### config.mk
export PLATFORM = sky130hd
export DESIGN_NAME = data_mem_master
export DESIGN_NICKNAME = d
export VERILOG_FILES = /design/src/rtl/data_mem_pkg.sv /design/src/rtl/mem_lane_align.sv /design/src/rtl/data_mem_master.sv
export SDC_FILE = /design/constraint.sdc
export NUM_CORES = 1
export LEC_CHECK = 0
export CORE_ASPECT_RATIO = 1.25
export CORE_MARGIN = 2
export CORE_UTILIZATION = 30
export CTS_BUF_LIST = sky130_fd_sc_hd__clkbuf_2
export DETAILED_ROUTE_END_ITERATION = 10
export MAX_ROUTING_LAYER = met4
export SLEW_MARGIN = 25
export SYNTH_ARGS = -nofsm -noshare
export SYNTH_HDL_FRONTEND = slang
export SYNTH_SLANG_ARGS = --single-unit
### constraint.sdc
create_clock -name clk -period 3.5 [get_ports clk]
set_clock_uncertainty 0.1 [all_clocks]
set_input_delay 0.35 -clock clk [delete_from_list [all_inputs] [get_ports clk]]
set_output_delay 0.35 -clock clk [all_outputs]
set_load 0.01 [all_outputs]
### src/rtl/data_mem_pkg.sv
// Shared types and constants for the data-port memory master.
package data_mem_pkg;

    typedef enum logic [1:0] {
        SZ_BYTE = 2'b00,
        SZ_HALF = 2'b01,
        SZ_WORD = 2'b10,
        SZ_ILL  = 2'b11
    } size_e;

    typedef enum logic [2:0] {
        IDLE,
        RD,
        SETUP,
        PULSE,
        HOLD,
        RESP
    } state_e;

    // Memory map defaults: data region is 0 .. DATA_LIMIT_DEF-1, instructions above.
    localparam logic [31:0] MEM_SIZE_DEF   = 32'h0000_2000;
    localparam logic [31:0] DATA_LIMIT_DEF = 32'h0000_1000;

    // Number of bytes touched by an access of the given size.
    function automatic logic [2:0] size_bytes(input size_e sz);
        case (sz)
            SZ_BYTE: size_bytes = 3'd1;
            SZ_HALF: size_bytes = 3'd2;
            default: size_bytes = 3'd4;
        endcase
    endfunction

endpackage

### src/rtl/mem_lane_align.sv
// Byte-lane steering for the data port: load extract/extend and store merge.
module mem_lane_align
    import data_mem_pkg::*;
(
    input  logic [1:0]  off,
    input  size_e       size,
    input  logic        is_signed,
    input  logic [31:0] old_word,
    input  logic [31:0] wdata,
    output logic [31:0] load_data,
    output logic [31:0] merged_word
);

    logic [7:0]  byte_v;
    logic [15:0] half_v;

    // Select the addressed lane, extend it for loads, and splice new data in for stores.
    always_comb begin
        // NOTE: every output gets a default first so no path through the case infers a latch.
        byte_v      = old_word[{off, 3'b000} +: 8];
        half_v      = old_word[{off[1], 4'b0000} +: 16];
        load_data   = old_word;
        merged_word = wdata;
        case (size)
            SZ_BYTE: begin
                load_data = {{24{is_signed & byte_v[7]}}, byte_v};
                merged_word = old_word;
                merged_word[{off, 3'b000} +: 8] = wdata[7:0];
            end
            SZ_HALF: begin
                load_data = {{16{is_signed & half_v[15]}}, half_v};
                merged_word = old_word;
                merged_word[{off[1], 4'b0000} +: 16] = wdata[15:0];
            end
            default: begin
                load_data   = old_word;
                merged_word = wdata;
            end
        endcase
    end

endmodule

### src/rtl/data_mem_master.sv
// Data-port initiator: load/store sequencing with read-modify-write for sub-word stores.
// Optional build macro STORE_PROTECT_EN makes stores at or above DATA_LIMIT an error.
module data_mem_master
    import data_mem_pkg::*;
#(
    parameter logic [31:0] MEM_SIZE   = MEM_SIZE_DEF,
    parameter logic [31:0] DATA_LIMIT = DATA_LIMIT_DEF,
    parameter int          READ_WAIT  = 2,
    parameter int          SETUP_CYC  = 1,
    parameter int          PULSE_CYC  = 2,
    parameter int          HOLD_CYC   = 4
)(
    input  logic        clk,
    input  logic        rst_n,
    input  logic        req_valid,
    output logic        req_ready,
    input  logic        req_we,
    input  logic [1:0]  req_size,
    input  logic        req_signed,
    input  logic [31:0] req_addr,
    input  logic [31:0] req_wdata,
    output logic        resp_valid,
    output logic [31:0] resp_rdata,
    output logic        resp_err,
    output logic        busy,
    output logic [31:0] mem_addr,
    output logic [31:0] mem_wdata,
    output logic        mem_read,
    output logic        mem_write,
    input  logic [31:0] mem_rdata
);

`ifdef STORE_PROTECT_EN
    localparam bit PROTECT = 1'b1;
`else
    localparam bit PROTECT = 1'b0;
`endif

    localparam logic [3:0] RD_LOAD    = 4'(READ_WAIT - 1);
    localparam logic [3:0] SETUP_LOAD = 4'(SETUP_CYC - 1);
    localparam logic [3:0] PULSE_LOAD = 4'(PULSE_CYC - 1);
    localparam logic [3:0] HOLD_LOAD  = 4'(HOLD_CYC - 1);

    state_e      state, state_n;
    logic [3:0]  cnt, cnt_n;
    logic [1:0]  off_q;
    size_e       size_q;
    logic        signed_q;
    logic        we_q;

    size_e       req_sz;
    logic [32:0] end_addr;
    logic        misaligned;
    logic        out_of_range;
    logic        protect_hit;
    logic        req_err;
    logic        accept;
    logic        rd_last;
    logic [31:0] load_data;
    logic [31:0] merged_word;

    assign req_sz       = size_e'(req_size);
    assign end_addr     = {1'b0, req_addr} + 33'(size_bytes(req_sz));
    assign misaligned   = ((req_sz == SZ_HALF) && req_addr[0]) ||
                          ((req_sz == SZ_WORD) && (req_addr[1:0] != 2'b00));
    assign out_of_range = end_addr > {1'b0, MEM_SIZE};
    assign protect_hit  = PROTECT && req_we && (req_addr >= DATA_LIMIT);
    assign req_err      = (req_sz == SZ_ILL) || misaligned || out_of_range || protect_hit;

    assign req_ready  = (state == IDLE) && rst_n;
    assign accept     = req_valid && req_ready;
    assign busy       = (state != IDLE);
    assign mem_read   = (state == RD);
    assign mem_write  = (state == PULSE);
    assign resp_valid = (state == RESP);
    assign rd_last    = (state == RD) && (cnt == 4'd0);

    mem_lane_align u_align (
        .off         (off_q),
        .size        (size_q),
        .is_signed   (signed_q),
        .old_word    (mem_rdata),
        .wdata       (mem_wdata),
        .load_data   (load_data),
        .merged_word (merged_word)
    );

    // State register and phase counter.
    always_ff @(posedge clk) begin
        // NOTE: sequential state uses non-blocking assignments so every flop samples pre-edge values.
        if (!rst_n) begin
            state <= IDLE;
            cnt   <= 4'd0;
        end else begin
            state <= state_n;
            cnt   <= cnt_n;
        end
    end

    // Next-state and counter reload; each timed phase ends when the counter hits zero.
    always_comb begin
        state_n = state;
        cnt_n   = cnt;
        case (state)
            IDLE: begin
                if (accept) begin
                    if (req_err) begin
                        state_n = RESP;
                    end else if (!req_we || (req_sz != SZ_WORD)) begin
                        state_n = RD;
                        cnt_n   = RD_LOAD;
                    end else begin
                        state_n = SETUP;
                        cnt_n   = SETUP_LOAD;
                    end
                end
            end
            RD: begin
                if (cnt == 4'd0) begin
                    state_n = we_q ? SETUP : RESP;
                    cnt_n   = we_q ? SETUP_LOAD : 4'd0;
                end else begin
                    cnt_n = cnt - 4'd1;
                end
            end
            SETUP: begin
                if (cnt == 4'd0) begin
                    state_n = PULSE;
                    cnt_n   = PULSE_LOAD;
                end else begin
                    cnt_n = cnt - 4'd1;
                end
            end
            PULSE: begin
                if (cnt == 4'd0) begin
                    state_n = HOLD;
                    cnt_n   = HOLD_LOAD;
                end else begin
                    cnt_n = cnt - 4'd1;
                end
            end
            HOLD: begin
                if (cnt == 4'd0) begin
                    state_n = RESP;
                end else begin
                    cnt_n = cnt - 4'd1;
                end
            end
            RESP:    state_n = IDLE;
            default: state_n = IDLE;
        endcase
    end

    // Request capture, memory address/data registers and response payload.
    always_ff @(posedge clk) begin
        if (!rst_n) begin
            off_q      <= 2'b00;
            size_q     <= SZ_BYTE;
            signed_q   <= 1'b0;
            we_q       <= 1'b0;
            mem_addr   <= 32'h0;
            mem_wdata  <= 32'h0;
            resp_rdata <= 32'h0;
            resp_err   <= 1'b0;
        end else if (accept) begin
            off_q      <= req_addr[1:0];
            size_q     <= req_sz;
            signed_q   <= req_signed;
            we_q       <= req_we;
            mem_addr   <= {req_addr[31:2], 2'b00};
            mem_wdata  <= req_wdata;
            resp_rdata <= 32'h0;
            resp_err   <= req_err;
        end else if (rd_last) begin
            // Loads latch the extended lane; sub-word stores latch the merged word to write back.
            if (we_q) begin
                mem_wdata <= merged_word;
            end else begin
                resp_rdata <= load_data;
            end
        end
    end

endmodule

# Word-level counts from Yosys, hierarchy flattened
# Cells that the tools add are included.
# totals
ff_bits	108
elab_cells	92
output_inout_bits	102
# classes
n_addsub	4
magnitude_cmp	1
reduce_logical	25
mux	25
eq_ne	17
bitwise_logic	4
n_shift	6
# ops
cell	n
$pmux 32 s2	2
$mux 32	3
$bwmux 32	2
$add 32x3->33	1
$gt 33x14->1 const B	1
$shift 16x7->32 const A	1
$shift 8x7->32 const A	1
$shiftx 16x7->32	1
$shiftx 32x6->16	1
$shiftx 32x6->8	1
$shiftx 8x7->32	1
$mux 4	6
$mux 3	7
$pmux 4 s5	1
$pmux 3 s5	1
$neg 5->7	2
$ne 2x2->1 const B	6
$eq 3x2->1 const B	2
$eq 3x3->1 const B	2
$pmux 3 s2	1
$reduce_bool 2->1	3
$reduce_bool 3->1	2
$logic_and 1x1->1	5
$reduce_and 5->1	1
19 further kinds	28

# Depth between registers and ports, before layout
# logic_depth
word_depth	8
ltp_mapped	11
mapped_depth_nobuf	11

# By module
# From an unflattened synthesis, not the netlist that was laid out.
# hier_totals
cells_unflattened	971
area_unflattened_um2	6962.9
# modules_own_cells
module	seq_area_each_um2	cells_each	instances	area_per_inst_um2
data_mem_master	2162.1	701	1	5243.8
mem_lane_align	0.0	270	1	1719.1

# Worst setup path before layout
# No wires, ideal clock.
# synth_timing
kind	input to register
start	input req_size[1]
end	register state[2]
slack_ns	0.503
required_ns	3.285
setup_ns	0.115
t_arrival_ns	2.783
stages	11
path_cell_list	nor2_1 ha_1 fa_1 a21oi_1 nand2b_1 or4_1 a2111oi_2 a31oi_1 nor4_4 o221ai_1 and2_1
# synth_between
elab_chain_len	8
elab_cells_between_ends	15
# synth_rtl
item	line	rtl
start: declaration	data_mem_master.sv:18	input logic [1:0] req_size,
$eq 2x1->1 (tied with other cells)	data_mem_pkg.sv:26, data_mem_master.sv:64	
$pmux 3 s2 (tied with other cells)	data_mem_pkg.sv:26	case (sz)
$add 32x3->33 / $logic_or 1x1->1 (equally long branches)	data_mem_master.sv:63, data_mem_master.sv:64	
$gt 33x14->1 / $logic_or 1x1->1 (equally long branches)	data_mem_master.sv:66, data_mem_master.sv:68	
$logic_or 1x1->1 (*)	data_mem_master.sv:68	assign req_err = (req_sz == SZ_ILL) || misaligned || out_of_range || protect_hit;
$mux 3 (*)	data_mem_master.sv:107	if (req_err) begin
$mux 3 (*)	data_mem_master.sv:106	if (accept) begin
$pmux 3 s5 (*)	data_mem_master.sv:104	case (state)
end signal: assignment	data_mem_master.sv:95	state <= state_n;
end: declaration	data_mem_master.sv:44	state_e state, state_n;
# Every way passes the cells marked *; elsewhere a longest branch is shown, timed or not. The select of a mux whose other input is x is not followed.
# A chain may end at the register's enable or synchronous reset.

# Worst setup path after layout
# layout_timing
start	input req_size[0]
end	register state[2]
# Same word-level chain as after synthesis.

==> flow_summary_export.csv <==
group,metric,value,unit
clock_network,cts.htree.levels,3,
timing,timing.final.ws_setup,0.5644,ns
timing,fin_worst_hold_slack,0.1176,ns
yosys,post-synth-top-area-fraction,0.3543,
cells_and_area,net_count_final,1097,
timing,worst_slew_pin_slew,0.8301,ns
yosys,ys_async_sr_fraction,0,
yosys,synthesis.area_per_instance,7.763,um^2
hold_path,min_path_type,"in -> reg",
die,die_height,163.5,um
yosys,synthesis.area,6102,um^2
route,drt_iter0_drc,435,
clock_network,root_buffer,"sky130_fd_sc_hd__clkbuf_2",
timing,hold_viol,0,
yosys,synth.ff_latch_count,108,
power_and_ir_drop,p_leak,3.292,nW
grt,global_route_wire_length_before_repair,36010,um
yosys,synthesis.yosys.warnings,0,
die,initial_core_util,0.3047,
cells_and_area,share_of_layout_cells_above_drive_strength_1,0.08300,
setup_path,critical_path_required,4.00,ns
grt,grt_overflow_total,0,
cells_and_area,area_growth,41.85,%
route,wl,23130,um
placement,gp_routability_congestion,0.8906,
timing,normalized_max_slew_margin,0.4466,
power_and_ir_drop,pwr_total,4.192,mW
route,routed-via-count,6709,
placement,port_buffers,202,
timing,final-max-slew-violation-count,0,
clock_network,cts_made_buffers,9,
route,firstDrtPassIters,5,
yosys,synth.top_cells.by_count,"sky130_fd_sc_hd__nand2_1, sky130_fd_sc_hd__dfxtp_1, sky130_fd_sc_hd__nor2_1, sky130_fd_sc_hd__nand3_1, sky130_fd_sc_hd__a21oi_1",
clock_network,ctsResizeCount,0,
yosys,post_synth_num_cell_types,68,
yosys,synth_largest_area_cell,"sky130_fd_sc_hd__dfxtp_1",
yosys,synth_ff_type,"sky130_fd_sc_hd__dfxtp_1",
clock_network,cts_buffer_depth,2,
die,core_area,20030,um^2
clock_network,worst_skew_pair.late_latency,0.65,ns
timing,layout_worst_path_cycle_share,0.8387,
yosys,dominant_cell_by_count_in_the_synthesized_netlist,"sky130_fd_sc_hd__nand2_1",
cells_and_area,finish.cell_count_without_fillers,1262,
die,die_outline_area,21500,um^2
grt,grt_max_degree,80,
placement,hpwl_dp,17110,um
grt,antenna_found_initial,4,
grt,grt_pass1_vias,6569,
power_and_ir_drop,power_density,484.2,nW/um^2
route,drtAntennaViolNets,0,
timing,setup_viol,0,
clock_network,cts.sink_count,108,
clock_network,clk_slew_on_worst_s_h_paths,0.31,ns
status,run_status,"complete, no violations",
setup_path,critical_path.max_fanout,4,
clock_network,cts_tree,"built",
yosys,synth-edff-count,0,
clock_network,cts_setup_buffers,0,
job,cap_violations,0,
timing,final.min_clock_period,2.936,ns
setup_path,criticalPathCategory,"in -> reg",
power_and_ir_drop,vdd_drop_max,0.1907,mV
setup_path,crit_path_end_kind,"register",
yosys,synth.yosys.seq_area_share,0.3543,
grt,groute.usage.overall,0.2173,
die,std_cell_rows,58,
die,ios,205,
placement,dp_slack,-0.1845,ns
setup_path,start_kind,"primary input",
route,post_drt_wl_per_cell,18.33,um
timing,timing.fmax,340.6,MHz
timing,rsz_0062_raised_after_global_routing,"no",
route,via_per_inst,5.316,
setup_path,crit_arrival,3.44,ns
yosys,synth_area_leaders,"sky130_fd_sc_hd__dfxtp_1, sky130_fd_sc_hd__nand2_1, sky130_fd_sc_hd__nand3_1",
placement,dp.cells,1241,
yosys,syn_inst,786,
die,fp.dieW,131.6,um
route,drt_drc_violations_left,0,
-- cells by family after synthesis --
| group | after synthesis | synth area share |
|---|---|---|
| AND/OR/NAND/NOR | 384 | 0.3014 |
| AO/OA/AOI/OAI | 196 | 0.2264 |
| flip-flops | 108 | 0.3543 |
| buffers and inverters | 63 | 0.04101 |
| multiplexers | 14 | 0.03957 |
| adder cells (fa/ha/maj) | 11 | 0.02379 |
| XOR/XNOR | 9 | 0.01292 |
| other | 1 | 0.0006145 |
-- timing repair --
item / CTS / global route
endpoints found under the hold margin: 1 / 0
hold buffers: 1 / 0
endpoints found under the setup margin: 0 / 0
-- final cells by class --
class | instances | area [um^2]
clock inverters | 7 | 56.30
inverters | 7 | 26.28
well taps | 270 | 337.8
repair buffers | 241 | 2312
flip-flops and latches | 108 | 2162
fillers | 2100 | 11370
multi-input cells | 616 | 3706
diodes | 4 | 10.01
clock buffers | 9 | 45.04
-- cell usage in the layout (no fill, tap or decap), types with 4 or more instances in the layout --
| cell | n |
|---|---|
| sky130_fd_sc_hd__a21oi_1 | 49 |
| sky130_fd_sc_hd__a221oi_1 | 29 |
| sky130_fd_sc_hd__a22o_1 | 8 |
| sky130_fd_sc_hd__a22oi_1 | 8 |
| sky130_fd_sc_hd__a31oi_1 | 6 |
| sky130_fd_sc_hd__and2_1 | 6 |
| sky130_fd_sc_hd__buf_4 | 38 |
| sky130_fd_sc_hd__clkbuf_2 | 9 |
| sky130_fd_sc_hd__clkdlybuf4s50_1 | 201 |
| sky130_fd_sc_hd__dfxtp_1 | 108 |
| sky130_fd_sc_hd__diode_2 | 4 |
| sky130_fd_sc_hd__ha_1 | 10 |
| sky130_fd_sc_hd__inv_1 | 7 |
| sky130_fd_sc_hd__mux2i_1 | 5 |
| sky130_fd_sc_hd__mux4_2 | 8 |
| sky130_fd_sc_hd__nand2_1 | 155 |
| sky130_fd_sc_hd__nand2b_1 | 5 |
| sky130_fd_sc_hd__nand3_1 | 52 |
| sky130_fd_sc_hd__nand4_1 | 8 |
| sky130_fd_sc_hd__nor2_1 | 55 |
| sky130_fd_sc_hd__nor2b_1 | 19 |
| sky130_fd_sc_hd__nor3_1 | 46 |
| sky130_fd_sc_hd__nor4_1 | 5 |
| sky130_fd_sc_hd__o211a_1 | 8 |
| sky130_fd_sc_hd__o21ai_0 | 43 |
| sky130_fd_sc_hd__o221ai_1 | 9 |
| sky130_fd_sc_hd__o22a_1 | 9 |
| sky130_fd_sc_hd__or2_2 | 5 |
| sky130_fd_sc_hd__or3_1 | 6 |
| sky130_fd_sc_hd__xnor2_1 | 6 |
-- worst paths after layout --
path           startpoint      endpoint  slack (ns)  cells after the start
min reg2reg  mem_addr[19]  mem_addr[19]        0.37                      2
max           req_size[0]      state[2]        0.56                     11
min                req_we          we_q        0.12                      3
max reg2reg      state[1]        cnt[0]        0.75                      7
-- worst max-delay path, cell delays in order --
cell	delay [ns]
sky130_fd_sc_hd__clkdlybuf4s50_1	0.49
sky130_fd_sc_hd__nor2b_1	0.24
sky130_fd_sc_hd__ha_1	0.24
sky130_fd_sc_hd__a21oi_2	0.09
sky130_fd_sc_hd__a2111oi_0	0.52
sky130_fd_sc_hd__xor2_1	0.16
sky130_fd_sc_hd__a2111oi_2	0.37
sky130_fd_sc_hd__a31oi_1	0.23
sky130_fd_sc_hd__nor4_4	0.38
sky130_fd_sc_hd__o221ai_1	0.18
sky130_fd_sc_hd__and2_1	0.18
-- where the power goes --
group          switching, mW  internal (mW)  leakage, nW
clock                  0.484          0.108       0.0690
sequential             0.185           1.48        0.882
combinational           1.02          0.918         2.34
total                   1.69           2.50         3.29
-- metrics by stage --
step	setup TNS [ns]	cell area [um^2]	util
after floorplan	0	6106	-
after global placement	-0.2254	8534	0.4261
after detailed placement	-0.6849	8534	0.4261
after CTS	0	8646	0.4317
after global routing	0	8656	0.4322
final	0	8656	0.4322
-- flip-flops by register name, summed over array words and instances (netlist names) --
name / count
resp_err: 1
resp_rdata: 32
size_q: 2
state: 3
off_q: 2
signed_q: 1
mem_wdata: 32
cnt: 4
we_q: 1
mem_addr: 30
-- per-layer routing --
metal	wire, um	GRT usage	vias to the layer above
li1	-	-	3267
met1	9578	0.2492	3149
met2	11360	0.3729	245
met3	1442	0.05090	48
met4	752	0.07658	0
met5	0	-	-
Note: power is estimated with default switching activity, not from simulation.
